`config.mk`:
```
export PLATFORM = sky130hd
export DESIGN_NAME = mux_rd_arbiter
export DESIGN_NICKNAME = d
export VERILOG_FILES = /design/src/rtl/mux_rd_arbiter.sv
export SDC_FILE = /design/constraint.sdc
export NUM_CORES = 1
export LEC_CHECK = 0
export BUFFER_PORTS_ARGS = -buffer_cell sky130_fd_sc_hd__buf_2
export CAP_MARGIN = 30
export CORE_MARGIN = 2
export CORE_UTILIZATION = 41
export CTS_BUF_LIST = sky130_fd_sc_hd__clkbuf_8
export DETAILED_ROUTE_END_ITERATION = 7
export GPL_TIMING_DRIVEN = 0
export PLACE_DENSITY = 0.84
export SYNTH_ARGS = -nofsm -noshare
export SYNTH_HDL_FRONTEND = slang
export SYNTH_SLANG_ARGS = --single-unit
```
`constraint.sdc`:
```
create_clock -name clk_i -period 1.6 [get_ports clk_i]
set_input_delay 0.16 -clock clk_i [delete_from_list [all_inputs] [get_ports clk_i]]
set_output_delay 0.16 -clock clk_i [all_outputs]
set_load 0.03 [all_outputs]
```
`src/rtl/mux_rd_arbiter.sv`:
```
// mux_rd_arbiter
//   Round-robin arbiter and sequencer that shares one 2**address-entry read
//   mux between NREQ requesters. Each cycle it grants one requester, drives
//   the mux select with that requester's address, and captures the mux
//   output in a response register that has valid/ready backpressure.
//
// Ports
//   clk_i       clock, rising edge
//   rst_ni      synchronous active-low reset
//   req_i       per-requester read request level
//   addr_i      per-requester read address
//   gnt_o       one-hot combinational grant
//   sel_o       select to the shared mux
//   mux_data_i  combinational output of the shared mux
//   rvalid_o    response valid
//   rready_i    response consumer ready
//   rid_o       index of the requester that owns rdata_o
//   rdata_o     registered read data
//   burst_i     (MUXARB_BURST_EN only) beats-1 per requester
//   rlast_o     (MUXARB_BURST_EN only) last beat of a response sequence
//
// Optional feature: define MUXARB_BURST_EN to add incrementing bursts of
// up to four beats per grant.
module mux_rd_arbiter #(
  parameter int n       = 4,
  parameter int address = 8,
  parameter int NREQ    = 4,
  parameter int IDW     = 2
) (
  input  logic                             clk_i,
  input  logic                             rst_ni,
  input  logic [NREQ-1:0]                  req_i,
  input  logic [NREQ-1:0][address-1:0]     addr_i,
`ifdef MUXARB_BURST_EN
  input  logic [NREQ-1:0][1:0]             burst_i,
  output logic                             rlast_o,
`endif
  output logic [NREQ-1:0]                  gnt_o,
  output logic [address-1:0]               sel_o,
  input  logic [n-1:0]                     mux_data_i,
  output logic                             rvalid_o,
  input  logic                             rready_i,
  output logic [IDW-1:0]                   rid_o,
  output logic [n-1:0]                     rdata_o
);

  function automatic logic [IDW-1:0] next_ptr(input logic [IDW-1:0] w);
    return IDW'((int'(w) + 1) % NREQ);
  endfunction

  logic [IDW-1:0]     ptr;
  logic [address-1:0] sel_q;
  logic [IDW-1:0]     win;
  logic [IDW-1:0]     cand;
  logic               found;
  logic               stall;
  logic               grant;
  logic               in_burst;

  assign stall = rvalid_o & ~rready_i;

`ifdef MUXARB_BURST_EN
  typedef enum logic {IDLE, BURST} state_t;
  state_t             state;
  logic [address-1:0] base;
  logic [1:0]         cnt;
  logic [1:0]         k;
  logic [IDW-1:0]     owner;
  logic               burst_beat;

  assign in_burst   = (state == BURST);
  assign burst_beat = in_burst & ~stall & rst_ni;
`else
  assign in_burst = 1'b0;
`endif

  // Rotating priority search starting at ptr.
  always_comb begin
    found = 1'b0;
    win   = '0;
    cand  = '0;
    for (int j = 0; j < NREQ; j++) begin
      cand = IDW'((int'(ptr) + j) % NREQ);
      if (!found && req_i[cand]) begin
        found = 1'b1;
        win   = cand;
      end
    end
  end

  // No arbitration while stalled, in reset, or while a burst owns the mux.
  assign grant = found & ~stall & rst_ni & ~in_burst;
  assign gnt_o = grant ? (NREQ'(1) << win) : '0;

  always_comb begin
    sel_o = sel_q;
`ifdef MUXARB_BURST_EN
    if (in_burst) sel_o = base + {{(address-2){1'b0}}, k};
    else
`endif
    if (grant) sel_o = addr_i[win];
  end

  // Stage p0 -> response register: control, read data and last select.
  always_ff @(posedge clk_i) begin
    if (!rst_ni) begin
      rvalid_o <= 1'b0;
      rdata_o  <= '0;
      rid_o    <= '0;
      ptr      <= '0;
      sel_q    <= '0;
`ifdef MUXARB_BURST_EN
      state    <= IDLE;
      rlast_o  <= 1'b0;
`endif
    end else if (!stall) begin
      // Not stalled means any pending response is consumed this edge, so
      // valid simply follows whether a new beat is loaded.
      rvalid_o <= grant | in_burst;
      if (grant) begin
        rdata_o <= mux_data_i;
        rid_o   <= win;
        sel_q   <= addr_i[win];
        ptr     <= next_ptr(win);
`ifdef MUXARB_BURST_EN
        if (burst_i[win] != 2'd0) begin
          state   <= BURST;
          rlast_o <= 1'b0;
        end else begin
          rlast_o <= 1'b1;
        end
      end else if (in_burst) begin
        rdata_o <= mux_data_i;
        rid_o   <= owner;
        sel_q   <= sel_o;
        if (k == cnt) begin
          rlast_o <= 1'b1;
          state   <= IDLE;
          ptr     <= next_ptr(owner);
        end else begin
          rlast_o <= 1'b0;
        end
`endif
      end
    end
  end

`ifdef MUXARB_BURST_EN
  // Burst context; only meaningful while state is BURST, so left unreset.
  always_ff @(posedge clk_i) begin
    if (grant && burst_i[win] != 2'd0) begin
      base  <= addr_i[win];
      cnt   <= burst_i[win];
      owner <= win;
      k     <= 2'd1;
    end else if (burst_beat && k != cnt) begin
      k <= k + 2'd1;
    end
  end
`endif

endmodule

```
After elaboration in Yosys (flattened, before gate mapping)

Index checks and enable logic that the tools add are counted.

Register bits after elaboration: 17

Add/subtract/negate cells: 4
$lt $le $gt $ge: 5
Shift-type cells: 1
Mux-type cells: 20
Bitwise gates (word level): 5
Reduce and logical (&&, ||, !) cells: 7

Operators by type and width:

| kind                | count |
|---|---|
| $bmux 8 s2          | 1 |
| $mux 8              | 2 |
| $lt 2x3->1 const B  | 5 |
| $bmux 1 s2          | 4 |
| $mux 1              | 8 |
| $mux 2              | 4 |
| $add 2x1->2 const B | 2 |
| $add 2x2->2 const B | 2 |
| $mux 4              | 1 |
| $shl 1x2->4 const A | 1 |
| $and 1x1->1         | 3 |
| $logic_and 1x1->1   | 3 |
| $logic_not 1->1     | 3 |
| $not 1->1           | 2 |
| $reduce_and 2->1    | 1 |

Longest topological paths before layout

Gate-level depths: netlist of the first run.

Word-level depth: 15
Mapped depth: 8
Depth with buffers taken out: 6

Worst setup path after synthesis of the first run

OpenSTA, ideal clock, no wires.

Path type: register -> output
From: register ptr[1]
To: output sel_o[0]
Arrival: 1.781 ns
Data required time: 1.440 ns
Setup slack: -0.341 ns
Stages on the path, launching flop included: 7
Path buffers: 1
Cells stage by stage: dfxtp_1 mux2i_1 o32ai_1 nor2_2 nand3_2 buf_2 o221ai_1

Word-level cells in the longest chain between the ends: 15

RTL lines:

| what                                                 | RTL line | RTL |
|---|---|---|
| from (decl)                                          | 51       | `logic [IDW-1:0] ptr;` |
| from (signal assigned)                               | 124      | `ptr <= next_ptr(win);` |
| branches (longest 11 deep; another with $add 2x1->2) | -        |  |
| $mux 2 (*)                                           | 84       | `if (!found && req_i[cand]) begin` |
| named net win[0]                                     | 53       | `logic [IDW-1:0] win;` |
| $bmux 8 s2 (*)                                       | 101      | `if (grant) sel_o = addr_i[win];` |
| $mux 8 (implied by the code) (*)                     | 101      |  |
| $mux 8 (*)                                           | 101      |  |
| to (decl)                                            | 39       | `output logic [address-1:0] sel_o,` |

Mark *: on every way through the listed nets, which the timed path passes. The select of a mux whose other input is x is not followed.

Worst setup path after layout of the first run

From: register ptr[0]
To: output sel_o[3]

Word-level cells in the longest chain between the ends: 15

RTL lines:

| what                                                 | RTL line |
|---|---|
| branches (longest 14 deep; another with $add 2x1->2) | - |
| $mux 8 (*)                                           | 101 |

Every way passes the cells marked *. The select of a mux whose other input is x is not followed.

==> qor.csv, run 1 <==
stage;metric;value;unit
status;status;finished with violations;
status;failing checks;setup timing;
power;Seq pwr share;23.4;%
global_routing;initial antenna violation count;0;
drt;DRT Pass-1 Iters;4;
finish;Multi-input gate area;1200;um^2
worst_setup_path;critical path, cell by cell;inv_1 -> a21oi_1 -> o22a_1 -> buf_6 -> buf_12 -> mux2i_4 -> o221ai_4 -> buf_6;
finish;Layout fillers;54;
worst_setup_path;CP max stage cell;dfxtp_4;
clocking;Worst-Skew Late Latency;0.26;ns
sta;min Tclk post-route;2.23;ns
drt;drt wl/cell;25.3;um
power;final total power;2.30;mW
worst_setup_path;critical path launch point type;register;
place;pre-CTS WS;-0.408;ns
yosys;post-synth top area cell;dfxtp_1;
power;Psw;0.919;mW
yosys;Ys Warns;0;
sta;final worst slack;-0.630;ns
sta;Final Cycle Share;139;%
finish;Sequential Area;348;um^2
worst_setup_path;Buf+Inv Stages, Crit Path;4;
clocking;H-Tree Depth;1;
sta;Fin Setup TNS;-9.05;ns
yosys;share of the synthesized area in the top cell type;30.6;%
yosys;#FFs+latches synth;17;
clocking;clock buffer depth;2;
yosys;register area share after synthesis;30.6;%
yosys;number of enable flip-flop cells after synthesis;0;
drt;initial DRC count;77;
power;leakage power;0.996;nW
yosys;post-synth net total;167;
sta;Tightest Pin Transition;0.446;ns
yosys;synth unique cells;26;
worst_setup_path;Critical Path Max Stage Delay;0.40;ns
global_routing;GR Overflow Total;0;
power;Sw Ratio;40.0;%
worst_setup_path;type of the worst setup path;register to output pin;
yosys;Syn Inst Count;120;
drt;DRC;0;
finish;Area growth syn-to-layout;117;%
clocking;CTS sink count;17;
power;internal power;1.38;mW
drt;via-per-instance ratio;6.40;
global_routing;number of global-route vias before repair;1497;
yosys;most area-consuming cells after synthesis;dfxtp_1 31%, mux2i_1 21%, o221ai_1 13%;
power;Worst VDD drop;1.13;mV
global_routing;pin count of the biggest net entering global routing;11;
finish;layout cells sized above 1;68.9;%
finish;Final nets;260;
clocking;clock root buffer;clkbuf_8;
worst_setup_path;critical path arrival;2.07;ns
sta;final hold vios;0;
floorplanning;Die Span X;56.1;um
clocking;CTS tree;yes;
job;MaxCap Viol Count;0;
floorplanning;die area;3140;um^2
clocking;Clock transition at path regs;0.06;ns
worst_setup_path;CP required;1.44;ns
power;Logic pwr share;62.4;%
worst_setup_path;crit path capture type;output pin;
global_routing;GRT Total Usage;32.2;%
worst_setup_path;CP delay by family, top;buffers and inverters;
sta;Max transition margin;70.3;%
clocking;Post-CTS Hold Fix Bufs;0;
yosys;most used flip-flop cell after synthesis;dfxtp_1;
sta;Slew Limit Fails;0;
floorplanning;Die Y;56.1;um
yosys;ys async rst share;0;%
clocking;CTS Buf Count;3;
sta;Max Fclk;0.448;GHz
sta;Fin Clk Skew;0.00584;ns
place;Port Buffers;61;
drt;Vias;1550;
drt;post-route ant nets;0;
yosys;Mapped Area;1110;um^2
worst_setup_path;most used cell, CP;buf_6;
power;Clk pwr share;14.2;%
sta;RSZ-0062 raised after global routing;yes;
drt;Routed WL;6130;um
yosys;Mapped Avg Cell Area;9.26;um^2
finish;post-route insts no fill;242;
floorplanning;Ports;62;
floorplanning;Cell Rows;18;
place;DP HPWL;2670;um
power;pwr/cell area;952;nW/um^2
worst_setup_path;CP max FO;7;
floorplanning;Core Region;2520;um^2
place;DP Cell Count;211;
sta;final setup vio count;24;
finish;antenna cells;0;
global_routing;first-pass GRT wire length;7710;um
worst_hold_path;HP Class;primary input to register;
place;gpl congestion;0.770;
floorplanning;starting density of the core;44.0;%
final timing paths:
kind	slack (ns)	cells after the start	start	to
setup reg to reg	-0.30	9	ptr[0]$_SDFFE_PN0P_	sel_q[5]$_SDFFE_PN0N_
hold / removal	0.19	3	mux_data_i[0]	rdata_o[0]$_SDFFE_PN0P_
setup / recovery	-0.63	8	ptr[0]$_SDFFE_PN0P_	sel_o[3]
hold reg to reg	0.51	2	sel_q[2]$_SDFFE_PN0N_	sel_q[2]$_SDFFE_PN0N_
cells in the final DEF (no fill, tap or decap), types with 3 or more instances in the layout:
cell | netlist | layout
buf_12 | 0 | 6
o221ai_4 | 0 | 8
mux2i_4 | 0 | 17
mux2i_1 | 23 | 6
nor2b_1 | 7 | 7
o221ai_2 | 0 | 5
buf_4 | 0 | 14
and3_4 | 0 | 4
dfxtp_1 | 17 | 15
inv_1 | 4 | 4
buf_2 | 3 | 50
o221ai_1 | 16 | 3
ha_4 | 0 | 4
nand2_1 | 19 | 19
clkbuf_8 | 0 | 3
buf_6 | 2 | 22
a21oi_1 | 4 | 3
power by group through the flow:
| stage | logic (mW) | clock network [mW] | registers [mW] |
|---|---|---|---|
| after floorplan | 0.614 | 0 | 0.549 |
| after global placement | 0.816 | 0 | 0.523 |
| after detailed placement | 0.843 | 0 | 0.529 |
| after CTS | 1.21 | 0.330 | 0.521 |
| after global routing | 1.48 | 0.340 | 0.540 |
| final | 1.43 | 0.326 | 0.539 |
timing repair:
action	CTS	global route
buffers inserted	15	12
pin swaps	13	13
setup endpoints to repair	21	21
gates resized for setup	68	18
cloned	1	0
synthesized netlist by cell type (2+ instances only):
cell type	instances
nand3_2	2
and3_1	4
o221ai_1	16
nand2b_1	2
ha_1	4
inv_1	4
buf_2	3
mux2i_1	23
buf_6	2
a21oi_1	4
dfxtp_1	17
nand2_1	19
nor2b_1	7
sequential cells by signal (all words and copies together) (netlist names):
name,count
sel_q,8
rdata_o,4
ptr,2
rid_o,2
rvalid_o,1
area by class of cell:
| class | instances | share of cell area [%] |
|---|---|---|
| Timing Repair Buffer | 88 | 27.9 |
| Clock inverter | 1 | 0.155 |
| Inverter | 5 | 0.984 |
| Sequential cell | 17 | 14.4 |
| Clock buffer | 3 | 1.71 |
| Multi-Input combinational cell | 91 | 49.8 |
| Buffer | 7 | 3.47 |
| Tap cell | 30 | 1.55 |
logic make-up after synthesis:
group | count (synthesis) | synth area share (%)
simple gates | 37 | 18.0
flops | 17 | 30.6
fa+ha+maj | 4 | 4.50
compound gates | 27 | 20.4
mux | 23 | 20.7
buf+inv | 12 | 5.74
metrics by stage:
stage / hold WS [ns] / area, um^2 / util (%)
4_1_cts: 0.159 / 2230 / 88.6
2_1_floorplan: 0.313 / 1370 / -
6_report: 0.186 / 2420 / 95.8
3_5_place_dp: 0.427 / 1720 / 68.1
5_1_grt: 0.206 / 2420 / 95.8
3_3_place_gp: 0.421 / 1720 / 68.1
worst min-delay path: stages:
cell	delay, ns
buf_2	0.08
mux2i_1	0.06
nor2b_1	0.10
routing by layer:
metal	global-route usage, %	vias to the layer above	part of all wire (%)
met2	57.3	119	49
li1	-	646	-
met3	5.81	51	8.9
met1	36.7	734	34
met4	15.3	0	8.7
met5	0	-	0
No activity file was read; power rests on OpenSTA's default activity.
==> run 2, diff against run 1 <==
--- a/config.mk
+++ b/config.mk
@@ -7,12 +7,14 @@
 export LEC_CHECK = 0
 export BUFFER_PORTS_ARGS = -buffer_cell sky130_fd_sc_hd__buf_2
 export CAP_MARGIN = 30
+export CORE_ASPECT_RATIO = 2
 export CORE_MARGIN = 2
 export CORE_UTILIZATION = 41
 export CTS_BUF_LIST = sky130_fd_sc_hd__clkbuf_8
 export DETAILED_ROUTE_END_ITERATION = 7
 export GPL_TIMING_DRIVEN = 0
 export PLACE_DENSITY = 0.84
+export SETUP_SLACK_MARGIN = 0.2
 export SYNTH_ARGS = -nofsm -noshare
 export SYNTH_HDL_FRONTEND = slang
 export SYNTH_SLANG_ARGS = --single-unit
==> run 2 against run 1 <==
  * The run still ends with setup timing left
  * Clock-buffer cell count unchanged
  * Wire length fell by 2.7%
  * Clock skew increased by 0.0019 ns
  * Die area is 0.81% higher
  * Largest cell class unchanged
  * Highest routed layer unchanged
==> qor.csv, run 2 (synthesized netlist as in run 1, its figures left out) <==
stage;metric;value;unit;change
finish;Layout fillers;91;;+69%
worst_setup_path;type of the worst setup path;register to output pin;;
worst_setup_path;CP required;1.44;ns;about the same
sta;Slew Limit Fails;0;;unchanged
floorplanning;Die Span X;40.8;um;-27%
worst_setup_path;CP delay by family, top;compound AO/OA/AOI/OAI gates;;
worst_setup_path;critical path launch point type;register;;
finish;layout cells sized above 1;69.2;%;+0.33 points
finish;Final nets;259;;-0.38%
worst_setup_path;Buf+Inv Stages, Crit Path;3;;-1
drt;Vias;1465;;-5.5%
global_routing;number of global-route vias before repair;1479;;-1.2%
floorplanning;Core Region;2570;um^2;+1.9%
worst_setup_path;Critical Path Max Stage Delay;0.45;ns;+0.05 ns
drt;drt wl/cell;25.0;um;-1.5%
global_routing;first-pass GRT wire length;6770;um;-12%
floorplanning;Cell Rows;26;;+8
sta;RSZ-0062 raised after global routing;yes;;
clocking;clock buffer depth;2;;unchanged
worst_setup_path;crit path capture type;output pin;;
clocking;Clock transition at path regs;0.07;ns;about the same
power;leakage power;0.990;nW;-0.63%
worst_setup_path;CP max stage cell;dfxtp_2;;
finish;most frequent cells in the layout;50 x buf_2, 21 x buf_6, 19 x nand2_1, 16 x mux2i_4, 14 x dfxtp_1;;
worst_setup_path;reg-to-reg endpoint;sel_q[0]$_SDFFE_PN0N_;;
clocking;CTS Buf Count;3;;unchanged
sta;Tightest Pin Transition;0.460;ns;+0.0135 ns
status;status;finished with violations;;
sta;Max Fclk;0.434;GHz;-3.3%
power;pwr/cell area;947;nW/um^2;-0.48%
power;final total power;2.27;mW;-1.3%
drt;via-per-instance ratio;6.13;;-4.3%
worst_setup_path;critical path arrival;2.15;ns;+0.08 ns
sta;final hold vios;0;;unchanged
finish;Area growth syn-to-layout;116;%;
finish;max reg flops;8;;unchanged
sta;Fin Setup TNS;-10.12;ns;-1.08 ns
worst_setup_path;R2R Path Start;ptr[0]$_SDFFE_PN0P_;;
worst_hold_path;Worst Hold End;rdata_o[2]$_SDFFE_PN0P_;;
power;Worst VDD drop;0.853;mV;-24%
clocking;Post-CTS Hold Fix Bufs;0;;unchanged
place;Port Buffers;61;;unchanged
worst_hold_path;hold path start;mux_data_i[2];;
sta;final worst slack;-0.707;ns;-0.0767 ns
place;gpl congestion;0.764;;-0.74%
worst_setup_path;critical path, cell by cell;inv_1 -> a21oi_1 -> o22a_1 -> buf_6 -> mux2i_1 -> o221ai_4 -> buf_6;;
finish;register with the most flip-flops;sel_q;;
drt;DRC;0;;unchanged
clocking;H-Tree Depth;1;;unchanged
floorplanning;die area;3170;um^2;+0.81%
place;DP HPWL;2730;um;+2.0%
floorplanning;Die Y;77.6;um;+38%
sta;Max transition margin;68.5;%;-1.8 points
clocking;CTS sink count;17;;unchanged
clocking;Worst-Skew Late Latency;0.25;ns;about the same
clocking;CTS tree;yes;;
worst_hold_path;HP Class;primary input to register;;
finish;commonest non-fill, non-tap cell in the layout;buf_2;;
clocking;clock root buffer;clkbuf_8;;
sta;final setup vio count;22;;-8.3%
worst_setup_path;worst r2r path cells;9;;unchanged
global_routing;GRT Total Usage;31.2;%;-0.99 points
job;MaxCap Viol Count;0;;unchanged
sta;Fin Clk Skew;0.00773;ns;+0.00188 ns
worst_setup_path;most used cell, CP;buf_6;;
finish;Top Registers;sel_q x8, rdata_o x4;;
worst_setup_path;CP max FO;6;;-1
floorplanning;starting density of the core;43.2;%;-0.81 points
drt;post-route ant nets;0;;unchanged
global_routing;pin count of the biggest net entering global routing;11;;unchanged
worst_setup_path;reg-to-reg slack, setup;-0.42;ns;-0.12 ns
drt;Routed WL;5970;um;-2.7%
drt;initial DRC count;70;;-9.1%
finish;Final Util;93.2;%;-2.6 points
finish;antenna cells;0;;unchanged
global_routing;GR Overflow Total;0;;unchanged
drt;DRT Pass-1 Iters;4;;unchanged
sta;min Tclk post-route;2.31;ns;+0.0767 ns
global_routing;initial antenna violation count;0;;unchanged
status;failing checks;setup timing;;
floorplanning;Ports;62;;unchanged
worst_hold_path;Hold Path Cell Cnt;3;;unchanged
sta;Final Cycle Share;144;%;+4.8 points
run 2: cell types whose count changed in the layout (fill, tap and decap cells not counted), sizes merged:
cell	previous run	this run
buf	94	93
run 2: layer usage:
layer	wire length, um	track usage, %	share of wire, %	vias up
met2	3450	60.5	58	103
met5	0	0	0	-
li1	-	-	-	638
met1	1770	27.8	30	691
met4	375	12.7	6.3	0
met3	363	2.57	6.1	33
run 2: final cells by class:
| type | count | area (um^2) | area share, % |
|---|---|---|---|
| inverters | 5 | 26.3 | 1.10 |
| clock buffers | 3 | 41.3 | 1.72 |
| well taps | 28 | 35.0 | 1.46 |
| flip-flops and latches | 17 | 347 | 14.5 |
| multi-input cells | 91 | 1190 | 49.6 |
| plain buffers | 7 | 83.8 | 3.50 |
| clock inverters | 1 | 3.75 | 0.157 |
| repair buffers | 87 | 671 | 28.0 |
run 2: repair_timing:
| item | 4_1_cts | 5_1_grt |
|---|---|---|
| cloned | 1 | 0 |
| buffers inserted | 10 | 15 |
| setup endpoints to repair | 24 | 25 |
| pin swaps | 10 | 9 |
| gates resized for setup | 63 | 26 |
run 2: worst max path at each step:
stage                              startpoint  endpoint  slack (ns)  cells after the start
after global placement               req_i[2]  sel_o[7]       -0.34                      8
final                     ptr[0]$_SDFFE_PN0P_  sel_o[5]       -0.71                      7
after CTS                 ptr[1]$_SDFFE_PN0P_  sel_o[0]       -0.54                      8
after floorplan           ptr[1]$_SDFFE_PN0P_  sel_o[0]       -0.08                      7
after detailed placement  ptr[1]$_SDFFE_PN0P_  sel_o[0]       -0.43                      7
after global routing      ptr[0]$_SDFFE_PN0P_  sel_o[5]       -0.76                      7
run 2: worst register-to-register path: stages, from the launching register on:
cell and delay, ns:
dfxtp_2 0.45, inv_1 0.07, a21oi_1 0.20, o22a_1 0.20, buf_6 0.17, buf_12 0.16, mux2i_4 0.28, buf_4 0.16
buf_4 0.10, o221ai_1 0.09
run 2: power breakdown:
part	leakage (nW)	internal (mW)	total (mW)	switching, mW
logic	0.821	0.714	1.41	0.700
registers	0.142	0.484	0.536	0.0522
clock network	0.0269	0.170	0.319	0.149
run 2: through the flow:
step	instance area [um^2]	cells	hold WS [ns]	worst slack, ns
after global placement	1720	209	0.422	-0.343
after floorplan	1380	120	0.313	-0.0838
after detailed placement	1720	209	0.433	-0.429
after global routing	2400	239	0.216	-0.761
after CTS	2160	224	0.174	-0.535
final	2400	239	0.178	-0.707
==> run 3, diff against run 2 <==
--- a/config.mk
+++ b/config.mk
@@ -5,15 +5,16 @@
 export SDC_FILE = /design/constraint.sdc
 export NUM_CORES = 1
 export LEC_CHECK = 0
+export ABC_AREA = 1
 export BUFFER_PORTS_ARGS = -buffer_cell sky130_fd_sc_hd__buf_2
 export CAP_MARGIN = 30
 export CORE_ASPECT_RATIO = 2
 export CORE_MARGIN = 2
-export CORE_UTILIZATION = 41
+export CORE_UTILIZATION = 45
 export CTS_BUF_LIST = sky130_fd_sc_hd__clkbuf_8
 export DETAILED_ROUTE_END_ITERATION = 7
 export GPL_TIMING_DRIVEN = 0
-export PLACE_DENSITY = 0.84
+export PLACE_DENSITY = 0.85
 export SETUP_SLACK_MARGIN = 0.2
 export SYNTH_ARGS = -nofsm -noshare
 export SYNTH_HDL_FRONTEND = slang
==> run 3 against run 2 <==
  * The run still ends with setup timing left
  * Global-route usage shrank 6.6 points
  * Critical path depth grew 6
  * Wire length shrank 11%
  * Flip-flop and latch count is the same
  * Register-to-register slack lost 0.06 ns
  * Die area grew 20%
  * Synthesized cell count grew 100%
  * Critical path type unchanged
==> qor.csv, run 3 <==
stage;metric;value;unit;change
job;MaxCap Viol Count;0;;unchanged
sta;Slew Limit Fails;0;;unchanged
yosys;share of the synthesized area in the top cell type;23.0;%;-7.6 points
sta;Fin Clk Skew;0.00301;ns;-0.00472 ns
finish;Area growth syn-to-layout;76.0;%;
drt;post-route ant nets;0;;unchanged
yosys;Ys Warns;0;;unchanged
clocking;CTS tree;yes;;
worst_setup_path;reg-to-reg endpoint;sel_q[4]$_SDFFE_PN0N_;;
clocking;Clock transition at path regs;0.07;ns;about the same
drt;DRC;0;;unchanged
clocking;CTS sink count;17;;unchanged
finish;post-route insts no fill;363;;+52%
worst_setup_path;CP max stage cell;dfxtp_4;;
sta;Max transition margin;64.8;%;-3.7 points
floorplanning;Cell Rows;29;;+12%
finish;Top Registers;sel_q x8, rdata_o x4;;
power;pwr/cell area;2110;nW/um^2;+120%
worst_setup_path;Buf+Inv Stages, Crit Path;3;;unchanged
yosys;post-synth top area cell;dfxtp_1;;
global_routing;initial antenna violation count;0;;unchanged
place;Port Buffers;61;;unchanged
clocking;CTS Buf Count;3;;unchanged
drt;initial DRC count;48;;-31%
place;pre-CTS WS;-0.413;ns;+0.0156 ns
finish;antenna cells;0;;unchanged
yosys;#FFs+latches synth;17;;unchanged
clocking;Post-CTS Hold Fix Bufs;0;;unchanged
yosys;most frequent cell after synthesis;nand2_1;;
place;gpl congestion;0.828;;+8.3%
worst_setup_path;reg-to-reg slack, setup;-0.48;ns;-0.06 ns
worst_setup_path;Worst Setup SP;ptr[0]$_SDFFE_PN0P_;;
worst_setup_path;critical path arrival;2.19;ns;+0.04 ns
floorplanning;Die Y;85.0;um;+9.6%
clocking;H-Tree Depth;1;;unchanged
worst_setup_path;crit path capture type;output pin;;
finish;Final nets;380;;+47%
status;status;finished with violations;;
power;Worst VDD drop;1.41;mV;+65%
worst_setup_path;type of the worst setup path;register to output pin;;
finish;max reg flops;8;;unchanged
sta;final setup vio count;28;;+27%
worst_setup_path;R2R Path Start;ptr[0]$_SDFFE_PN0P_;;
floorplanning;Ports;62;;unchanged
finish;most frequent cells in the layout;59 x nand2_1, 49 x buf_2, 31 x inv_1, 23 x nand2_2, 19 x buf_4;;
drt;drt wl/cell;14.6;um;-42%
yosys;register area share after synthesis;23.0;%;-7.6 points
status;failing checks;setup timing;;
floorplanning;die area;3790;um^2;+20%
finish;commonest non-fill, non-tap cell in the layout;nand2_1;;
finish;design area;2600;um^2;+8.5%
yosys;most used flip-flop cell after synthesis;dfxtp_1;;
yosys;post-synth net total;291;;+74%
sta;final hold vios;0;;unchanged
yosys;Syn Inst Count;244;;+100%
sta;Tightest Pin Transition;0.528;ns;+0.0688 ns
worst_setup_path;WP depth;13;;+6
worst_setup_path;critical path launch point type;register;;
finish;layout cells sized above 1;56.3;%;-13 points
drt;Vias;1914;;+31%
place;Area after DPL;2000;um^2;+17%
yosys;Mapped Avg Cell Area;6.06;um^2;-35%
finish;register with the most flip-flops;sel_q;;
worst_setup_path;CP required;1.44;ns;about the same
yosys;number of enable flip-flop cells after synthesis;0;;unchanged
clocking;clock buffer depth;2;;unchanged
global_routing;number of global-route vias before repair;1741;;+18%
place;DP Cell Count;336;;+61%
worst_hold_path;HP Class;primary input to register;;
power;leakage power;1.45;nW;+46%
yosys;Mapped Area;1480;um^2;+33%
clocking;Worst-Skew Late Latency;0.25;ns;about the same
finish;Layout fillers;187;;+110%
worst_setup_path;worst r2r path cells;16;;+7
floorplanning;starting density of the core;46.8;%;+3.6 points
worst_setup_path;critical path capture point;sel_o[5];;
yosys;synth unique cells;24;;-7.7%
place;DP HPWL;3140;um;+15%
sta;final worst slack;-0.751;ns;-0.0446 ns
worst_setup_path;critical path, cell by cell;buf_8 -> nand2_4 -> nand3_4 -> nand2_4 -> nor2_8 -> nand3_4 -> nand3_4 -> buf_6 -> nor2_1 -> nor2_1 -> nand2_1 -> nand3_4 -> buf_6;;
worst_setup_path;CP delay by family, top;simple AND/OR/NAND/NOR gates;;
sta;min Tclk post-route;2.35;ns;+0.0446 ns
global_routing;pin count of the biggest net entering global routing;12;;+1
yosys;ys async rst share;0;%;unchanged
floorplanning;Die Span X;44.5;um;+9.1%
sta;Max Fclk;0.425;GHz;-1.9%
global_routing;first-pass GRT wire length;7200;um;+6.3%
global_routing;GR Overflow Total;0;;unchanged
drt;DRT Pass-1 Iters;4;;unchanged
global_routing;GRT Total Usage;24.6;%;-6.6 points
floorplanning;Core Region;3160;um^2;+23%
worst_setup_path;most used cell, CP;nand3_4;;
drt;via-per-instance ratio;5.27;;-14%
worst_setup_path;Critical Path Max Stage Delay;0.41;ns;-0.04 ns
worst_hold_path;Hold Path Cell Cnt;3;;unchanged
sta;RSZ-0062 raised after global routing;yes;;
sta;Final Cycle Share;147;%;+2.8 points
drt;Routed WL;5290;um;-11%
yosys;most area-consuming cells after synthesis;dfxtp_1 23%, nand2_1 22%, inv_1 10%;;
yosys;most instantiated cells after synthesis;88 x nand2_1, 40 x inv_1, 20 x nand3_1;;
power;final total power;5.49;mW;+140%
worst_setup_path;CP max FO;5;;-1
clocking;clock root buffer;clkbuf_8;;
run 3: cell types whose count changed after synthesis, moves of 13 or more:
cell,before,now
o221ai_1,16,0
nand2_1,19,88
mux2i_1,23,0
nand3_1,0,20
nor2_1,0,13
inv_1,4,40
run 3: tightest hold or removal path: stages:
cell and delay, ns:
buf_2 0.07, nand2_1 0.04, nand2_1 0.05
run 3: area by class of cell:
type / instances / area [um^2] / share of cell area, %
sequential: 17 / 348 / 13.4
timing repair buffer: 84 / 623 / 24.0
buffer: 10 / 114 / 4.38
clock buffer: 3 / 41.3 / 1.59
tap: 31 / 38.8 / 1.49
multi-input combinational: 172 / 1240 / 47.7
inverter: 45 / 191 / 7.36
clock inverter: 1 / 3.75 / 0.144
run 3: layer usage:
metal	share of wire [%]	track usage [%]	vias to the layer above
met1	35	24.5	878
met2	56	47.4	80
met4	4.6	12.1	0
li1	-	-	930
met5	0	0	-
met3	4.5	0.851	26
run 3: how the worst min path moves through the flow:
stage,from,end,slack [ns]
floorplan,mux_data_i[0],rdata_o[0]$_SDFFE_PN0P_,0.27
global placement,mux_data_i[3],rdata_o[3]$_SDFFE_PN0P_,0.35
detailed placement,mux_data_i[1],rdata_o[1]$_SDFFE_PN0P_,0.36
CTS,mux_data_i[1],rdata_o[1]$_SDFFE_PN0P_,0.10
global route,mux_data_i[0],rdata_o[0]$_SDFFE_PN0P_,0.1
finish,mux_data_i[0],rdata_o[0]$_SDFFE_PN0P_,0.10
run 3: logic make-up after synthesis:
group                      synth area share [%]
adders and majority gates                  3.39
DFF                                        23.0
and+or+nand+nor                            53.7
buffers and inverters                      16.1
AOI/OAI and AO/OA                          3.81
run 3: what timing repair did:
action | in CTS | in global routing
cloned | 2 | 2
pin swaps | 2 | 25
buffers inserted | 6 | 13
setup endpoints to repair | 29 | 29
gates resized for setup | 55 | 41
run 3: per-stage QoR:
stage	util [%]	hold WS [ns]	TNS, ns
after floorplan	-	0.271	-2.01
after global placement	63.5	0.353	-6.16
after detailed placement	63.5	0.360	-7.36
after CTS	72.7	0.100	-9.40
after global routing	82.4	0.0962	-15.64
final	82.4	0.102	-13.39
run 3: power by group:
part	total [mW]	internal, mW	switching [mW]
registers	0.653	0.563	0.0899
logic	4.53	1.91	2.62
clock network	0.310	0.170	0.140
total	5.49	2.65	2.85
